## config.mk

```make
export PLATFORM = sky130hd
export DESIGN_NAME = attempt_guard_flat
export DESIGN_NICKNAME = d
export VERILOG_FILES = /design/src/rtl/combo_pkg.sv /design/src/rtl/attempt_guard_if.sv /design/src/rtl/attempt_guard_tick_gen.sv /design/src/rtl/attempt_guard.sv /design/src/flat_wrapper.sv
export SDC_FILE = /design/constraint.sdc
export NUM_CORES = 1
export LEC_CHECK = 0
export BUFFER_PORTS_ARGS = -buffer_cell sky130_fd_sc_hd__buf_2
export CAP_MARGIN = 25
export CORE_ASPECT_RATIO = 0.75
export CORE_MARGIN = 1.5
export CORE_UTILIZATION = 40
export CTS_CLUSTER_DIAMETER = 100
export DETAILED_ROUTE_END_ITERATION = 12
export PLACE_DENSITY = 0.61
export SLEW_MARGIN = 20
export SYNTH_ARGS = -nofsm -noshare
export SYNTH_HDL_FRONTEND = slang
export SYNTH_SLANG_ARGS = --single-unit
```

## constraint.sdc

```tcl
create_clock -name MAX10_CLK1_50 -period 2.45 [get_ports MAX10_CLK1_50]
set_input_delay 0.49 -clock MAX10_CLK1_50 [delete_from_list [all_inputs] [get_ports MAX10_CLK1_50]]
set_output_delay 0.49 -clock MAX10_CLK1_50 [all_outputs]
set_load 0.02 [all_outputs]
```

## src/rtl/combo_pkg.sv

```systemverilog
// Shared types and key constants for the combination-lock datapath.
// Used by the attempt guard and the safe core.
package combo_pkg;

  typedef enum logic [1:0] {
    ARMED   = 2'd0,
    FLUSH   = 2'd1,
    LOCKOUT = 2'd2
  } guard_state_t;

  localparam logic [3:0] KEY_CLEAR = 4'hF;
  localparam logic [3:0] KEY_ENTER = 4'hE;

endpackage

```

## src/rtl/attempt_guard_if.sv

```systemverilog
// Key-event and check-result bundle between capture, guard and safe core.
// master drives key/check events; slave is the guard.
interface attempt_guard_if;

  logic       key_valid;
  logic [3:0] key_code;
  logic       check_done;
  logic       check_pass;
  logic       fwd_valid;
  logic [3:0] fwd_code;
  logic       lockout;
  logic [1:0] fail_count;
  logic [3:0] remain_sec;

  modport master (
    output key_valid,
    output key_code,
    output check_done,
    output check_pass,
    input  fwd_valid,
    input  fwd_code,
    input  lockout,
    input  fail_count,
    input  remain_sec
  );

  modport slave (
    input  key_valid,
    input  key_code,
    input  check_done,
    input  check_pass,
    output fwd_valid,
    output fwd_code,
    output lockout,
    output fail_count,
    output remain_sec
  );

endinterface

```

## src/rtl/attempt_guard_tick_gen.sv

```systemverilog
// Free-running seconds divider for the lockout timer.
// tick is high on the last cycle of each TICK_CYCLES period.
module tick_gen #(
  parameter int TICK_CYCLES = 50_000_000
) (
  input  logic clk,
  input  logic reset,
  input  logic enable,
  input  logic clear,
  output logic tick
);

  localparam int W = $clog2(TICK_CYCLES);
  localparam logic [W-1:0] LAST = W'(TICK_CYCLES - 1);

  logic [W-1:0] count;

  assign tick = enable && (count == LAST);

  always_ff @(posedge clk) begin
    if (reset || clear) begin
      count <= '0;
    end else if (tick) begin
      count <= '0;
    end else if (enable) begin
      count <= count + 1'b1;
    end
  end

endmodule

```

## src/rtl/attempt_guard.sv

```systemverilog
// Brute-force guard: forwards keys, counts failed checks, and
// locks the keypad out for LOCKOUT_SEC seconds after MAX_FAILS.
module attempt_guard
  import combo_pkg::*;
#(
  parameter int MAX_FAILS   = 3,
  parameter int LOCKOUT_SEC = 10,
  parameter int TICK_CYCLES = 50_000_000
) (
  input logic           MAX10_CLK1_50,
  input logic           reset,
  attempt_guard_if.slave bus
);

  localparam logic [1:0] FAIL_LAST = 2'(MAX_FAILS - 1);
  localparam logic [1:0] FAIL_MAX  = 2'(MAX_FAILS);
  localparam logic [3:0] SEC_INIT  = 4'(LOCKOUT_SEC);

  guard_state_t state, state_n;
  logic         fv_q, fv_n;
  logic [3:0]   fc_q, fc_n;
  logic         lock_q, lock_n;
  logic [1:0]   fail_q, fail_n;
  logic [3:0]   rem_q, rem_n;
  logic         tick;

  tick_gen #(
    .TICK_CYCLES(TICK_CYCLES)
  ) u_tick (
    .clk    (MAX10_CLK1_50),
    .reset  (reset),
    .enable (state == LOCKOUT),
    .clear  (state != LOCKOUT),
    .tick   (tick)
  );

  always_ff @(posedge MAX10_CLK1_50) begin
    if (reset) begin
      state  <= ARMED;
      fv_q   <= 1'b0;
      fc_q   <= 4'h0;
      lock_q <= 1'b0;
      fail_q <= 2'd0;
      rem_q  <= 4'd0;
    end else begin
      state  <= state_n;
      fv_q   <= fv_n;
      fc_q   <= fc_n;
      lock_q <= lock_n;
      fail_q <= fail_n;
      rem_q  <= rem_n;
    end
  end

  always_comb begin
    state_n = state;
    fv_n    = 1'b0;
    fc_n    = fc_q;
    fail_n  = fail_q;
    rem_n   = rem_q;
    unique case (state)
      ARMED: begin
        if (bus.key_valid) begin
          fv_n = 1'b1;
          fc_n = bus.key_code;
        end
        if (bus.check_done) begin
          if (bus.check_pass) begin
            fail_n = 2'd0;
          end else if (fail_q >= FAIL_LAST) begin
            // Synthetic clear wipes any partial entry in the core
            state_n = FLUSH;
            fail_n  = FAIL_MAX;
            fv_n    = 1'b1;
            fc_n    = KEY_CLEAR;
          end else begin
            fail_n = fail_q + 2'd1;
          end
        end
      end
      FLUSH: begin
        state_n = LOCKOUT;
        rem_n   = SEC_INIT;
      end
      LOCKOUT: begin
        if (tick) begin
          if (rem_q <= 4'd1) begin
            state_n = ARMED;
            rem_n   = 4'd0;
            fail_n  = 2'd0;
          end else begin
            rem_n = rem_q - 4'd1;
          end
        end
      end
      default: begin
        state_n = ARMED;
      end
    endcase
    lock_n = (state_n != ARMED);
  end

  assign bus.fwd_valid  = fv_q;
  assign bus.fwd_code   = fc_q;
  assign bus.lockout    = lock_q;
  assign bus.fail_count = fail_q;
  assign bus.remain_sec = rem_q;

endmodule

```

## src/flat_wrapper.sv

```systemverilog
// flat-port wrapper written by rule: the top's interface ports become plain ports
module attempt_guard_flat import combo_pkg::*;
#(
  parameter int MAX_FAILS   = 3,
  parameter int LOCKOUT_SEC = 10,
  parameter int TICK_CYCLES = 50_000_000
)
  (MAX10_CLK1_50, reset, bus_key_valid, bus_key_code, bus_check_done, bus_check_pass, bus_fwd_valid, bus_fwd_code, bus_lockout, bus_fail_count, bus_remain_sec);
  attempt_guard_if bus_i ();
  input logic MAX10_CLK1_50;
  input logic reset;
  input wire logic [$bits(bus_i.key_valid)-1:0] bus_key_valid;
  input wire logic [$bits(bus_i.key_code)-1:0] bus_key_code;
  input wire logic [$bits(bus_i.check_done)-1:0] bus_check_done;
  input wire logic [$bits(bus_i.check_pass)-1:0] bus_check_pass;
  output wire logic [$bits(bus_i.fwd_valid)-1:0] bus_fwd_valid;
  output wire logic [$bits(bus_i.fwd_code)-1:0] bus_fwd_code;
  output wire logic [$bits(bus_i.lockout)-1:0] bus_lockout;
  output wire logic [$bits(bus_i.fail_count)-1:0] bus_fail_count;
  output wire logic [$bits(bus_i.remain_sec)-1:0] bus_remain_sec;
  assign bus_i.key_valid = bus_key_valid;
  assign bus_i.key_code = bus_key_code;
  assign bus_i.check_done = bus_check_done;
  assign bus_i.check_pass = bus_check_pass;
  assign bus_fwd_valid = bus_i.fwd_valid;
  assign bus_fwd_code = bus_i.fwd_code;
  assign bus_lockout = bus_i.lockout;
  assign bus_fail_count = bus_i.fail_count;
  assign bus_remain_sec = bus_i.remain_sec;
  attempt_guard #(.MAX_FAILS(MAX_FAILS), .LOCKOUT_SEC(LOCKOUT_SEC), .TICK_CYCLES(TICK_CYCLES)) u_core (.MAX10_CLK1_50(MAX10_CLK1_50), .reset(reset), .bus(bus_i));
endmodule
```

==> run metrics <==
Area Overhead vs Synth=14.79%; Syn Inst Count=229; RR Endpoint=u_core.u_tick.count[9]; core area=4546 um^2; # setup viols final=0; largest net degree at the start of global routing=26; WL per Instance=12.41 um; first-pass GRT wire length=6513 um; most frequent cells in the layout=nor2_1, dfxtp_1, buf_2, xor2_1, nand2_1; # hold bufs at CTS=0; Post-synth EDFFs=0; Num CTS Buffers=5; max cap viols=0; Tcrit/Tclk final=84.79%; P_leak=0.8333 nW; status=finished, final reports clean; area of the multi-input gates=1076 um^2; die area=5253 um^2; Via density=5.125; flops & latches, synth=40; fillers=456; FFs w/ async S/R, synth=0%; drt initial violations=86; share of cells above drive strength 1=15.35%; main combinational cell family by area after synthesis=simple AND/OR/NAND/NOR gates; vias in the first global route=1396; drt pass-1 iters=5; CP startpoint kind=flip-flop; nets=269; critical path's largest stage delay=0.55 ns; post-route cell area=2215 um^2; Port Buf Inserts=20; initial antenna violation count=0; IO Count=21; DP HPWL=2789 um; Final ANT Viol Nets=0; clk_lat worst skew=0.29 ns; Netlist cell types=36; Adder-Cell Fraction of Synth Area=4.540%; Rel. slew slack=68.60%; clk buf depth=2; RSZ-0062 raised after global routing=no; CP endpoint kind=flip-flop; Slew @ Worst Pin=0.4694 ns; # diodes=0; clock-pin transition on the worst setup and hold timing paths=0.08 ns; Worst Setup Path Type=reg -> reg; CP startpoint=u_core.u_tick.count[8]; total wire length=3859 um; Final Hold Fails=0; required time of the critical path=2.62 ns; XOR/XNOR share of the synthesized area=10.44%; post-synthesis sequential area ratio=41.50%; Root Driver=clkbuf_8; drc violations=0; post-synth top area share=41.50%; mux share of post-synthesis cell area=1.556%; maximum vdd drop=372.8 uV; cell area after synthesis=1929 um^2; worst path cell trace=or4_1 > nor4_2 > nand3_2 > nand2_2 > nor2_1; sequential cell area=800.8 um^2; Synth area leaders=dfxtp_1, nor2_1, xor2_1, ha_1, nand4_1; H-tree depth=2; min Tclk post-route=2.077 ns; placed cell areas=2093 um^2; Compound-Gate Fraction of Synth Area=7.588%; Crit-path slowest cell=or4_1; critical-path maximum fanout=25; setup TNS=0 ns; FF-to-FF setup slack=0.37 ns; fin. max-slew vios=0; CTS tree=yes; Die H=63.15 um; Row Count=21; syn_nets=245; Vias=1594; worst r2r src=u_core.u_tick.count[8]; Final Wtd Congestion=0.7426; postcts setup bufs=0; PwrDens=596.5 nW/um^2; Synth Warn #=0; global-route usage over all layers=15.51%; die width=83.20 um; area leader, netlist=dfxtp_1; clock sink count=40; synthesized area per cell=8.425 um^2; GRT overflow=0; Hold Slack=0.4255 ns; commonest non-fill, non-tap cell in the layout=nor2_1; Initial Util=42.44%; Clock Skews=0.005178 ns; Simple-Gate Fraction of Synth Area=31.65%; crit path DAT=2.25 ns; Most used DFF post-synth=dfxtp_1; # resized after CTS=0; fmax=481.4 MHz; R2R depth=5; CP endpoint=u_core.u_tick.count[9]; Hold WC Path Type=in -> reg
==> report_power, final <==
group	switching, mW	total [mW]	leakage [nW]	internal (mW)
Clock	0.238	0.571	0.0614	0.333
Sequential	0.00799	0.669	0.324	0.661
Combinational	0.0494	0.0804	0.448	0.0310
Total	0.295	1.32	0.833	1.03
==> synth_stat cells, types with 2 or more instances <==
cell / instances
nor2_1: 45
dfxtp_1: 40
xor2_1: 19
nand2_1: 17
nand3_1: 11
nand4_1: 11
nor3_1: 10
ha_1: 7
o21ai_0: 7
a21oi_1: 6
inv_1: 6
and3_1: 4
clkbuf_1: 4
xnor2_1: 4
a211oi_1: 3
mux2i_1: 3
nor2b_1: 3
or2_2: 3
a2111oi_0: 2
and4_1: 2
buf_4: 2
nor4_1: 2
nor4_2: 2
nor4b_1: 2
o221ai_1: 2
or3_1: 2
==> how the worst min path moves through the flow <==
| stage | start | end | slack [ns] | cells past startpoint |
|---|---|---|---|---|
| after detailed placement | u_core.u_tick.count[0] | u_core.u_tick.count[0] | 0.46 | 1 |
| after CTS | bus_check_pass | u_core.bus.fail_count[1] | 0.42 | 2 |
| after global placement | u_core.u_tick.count[0] | u_core.u_tick.count[0] | 0.45 | 1 |
| after floorplan | u_core.u_tick.count[0] | u_core.u_tick.count[0] | 0.42 | 1 |
| after global routing | bus_check_pass | u_core.bus.fail_count[1] | 0.42 | 2 |
| final | bus_check_pass | u_core.bus.fail_count[1] | 0.43 | 2 |
==> routing by layer <==
metal  track usage [%]  share of wire (%)
met1             22.85                 55
met2             21.24                 39
met3             3.670                3.8
met4             6.875                1.6
met5                 0                  0
==> registers in the layout (all words and copies together) (netlist names) <==
| name | flops |
|---|---|
| u_core.state | 2 |
| u_core.bus.fwd_code | 4 |
| u_core.bus.remain_sec | 4 |
| u_core.bus.lockout | 1 |
| u_core.u_tick.count | 26 |
| u_core.bus.fwd_valid | 1 |
| u_core.bus.fail_count | 2 |
==> stage by stage <==
| stage | instances | util (%) | setup WS (ns) | power [mW] |
|---|---|---|---|---|
| 4_1_cts | 311 | 48.72 | 0.3609 | 1.335 |
| 3_3_place_gp | 303 | 46.05 | 0.4188 | 0.7645 |
| 5_1_grt | 311 | 48.72 | 0.2061 | 1.376 |
| 3_5_place_dp | 303 | 46.05 | 0.3810 | 0.7652 |
| 6_report | 311 | 48.72 | 0.3728 | 1.321 |
| 2_1_floorplan | 229 | - | 0.6447 | 0.7376 |
==> worst max-delay path: cells and delay by family, from the launching register on <==
family,cells,cell delay [ns]
and+or+nand+nor,5,1.58
DFF,1,0.37
==> area by class of cell <==
type / instances / area share [%]
Tap cell: 57 / 3.220
Multi-Input combinational cell: 177 / 48.59
Sequential cell: 40 / 36.16
Clock inverter: 2 / 1.751
Clock buffer: 6 / 3.729
Inverter: 6 / 1.017
Timing Repair Buffer: 23 / 5.537
==> cell families after synthesis <==
kind of cell               after synthesis
buffers and inverters                   12
muxes                                    3
DFF                                     40
AOI/OAI and AO/OA                       23
xor gates and xnor gates                23
adders and majority gates                7
and+or+nand+nor                        121
(Power assumes the default switching activity.)
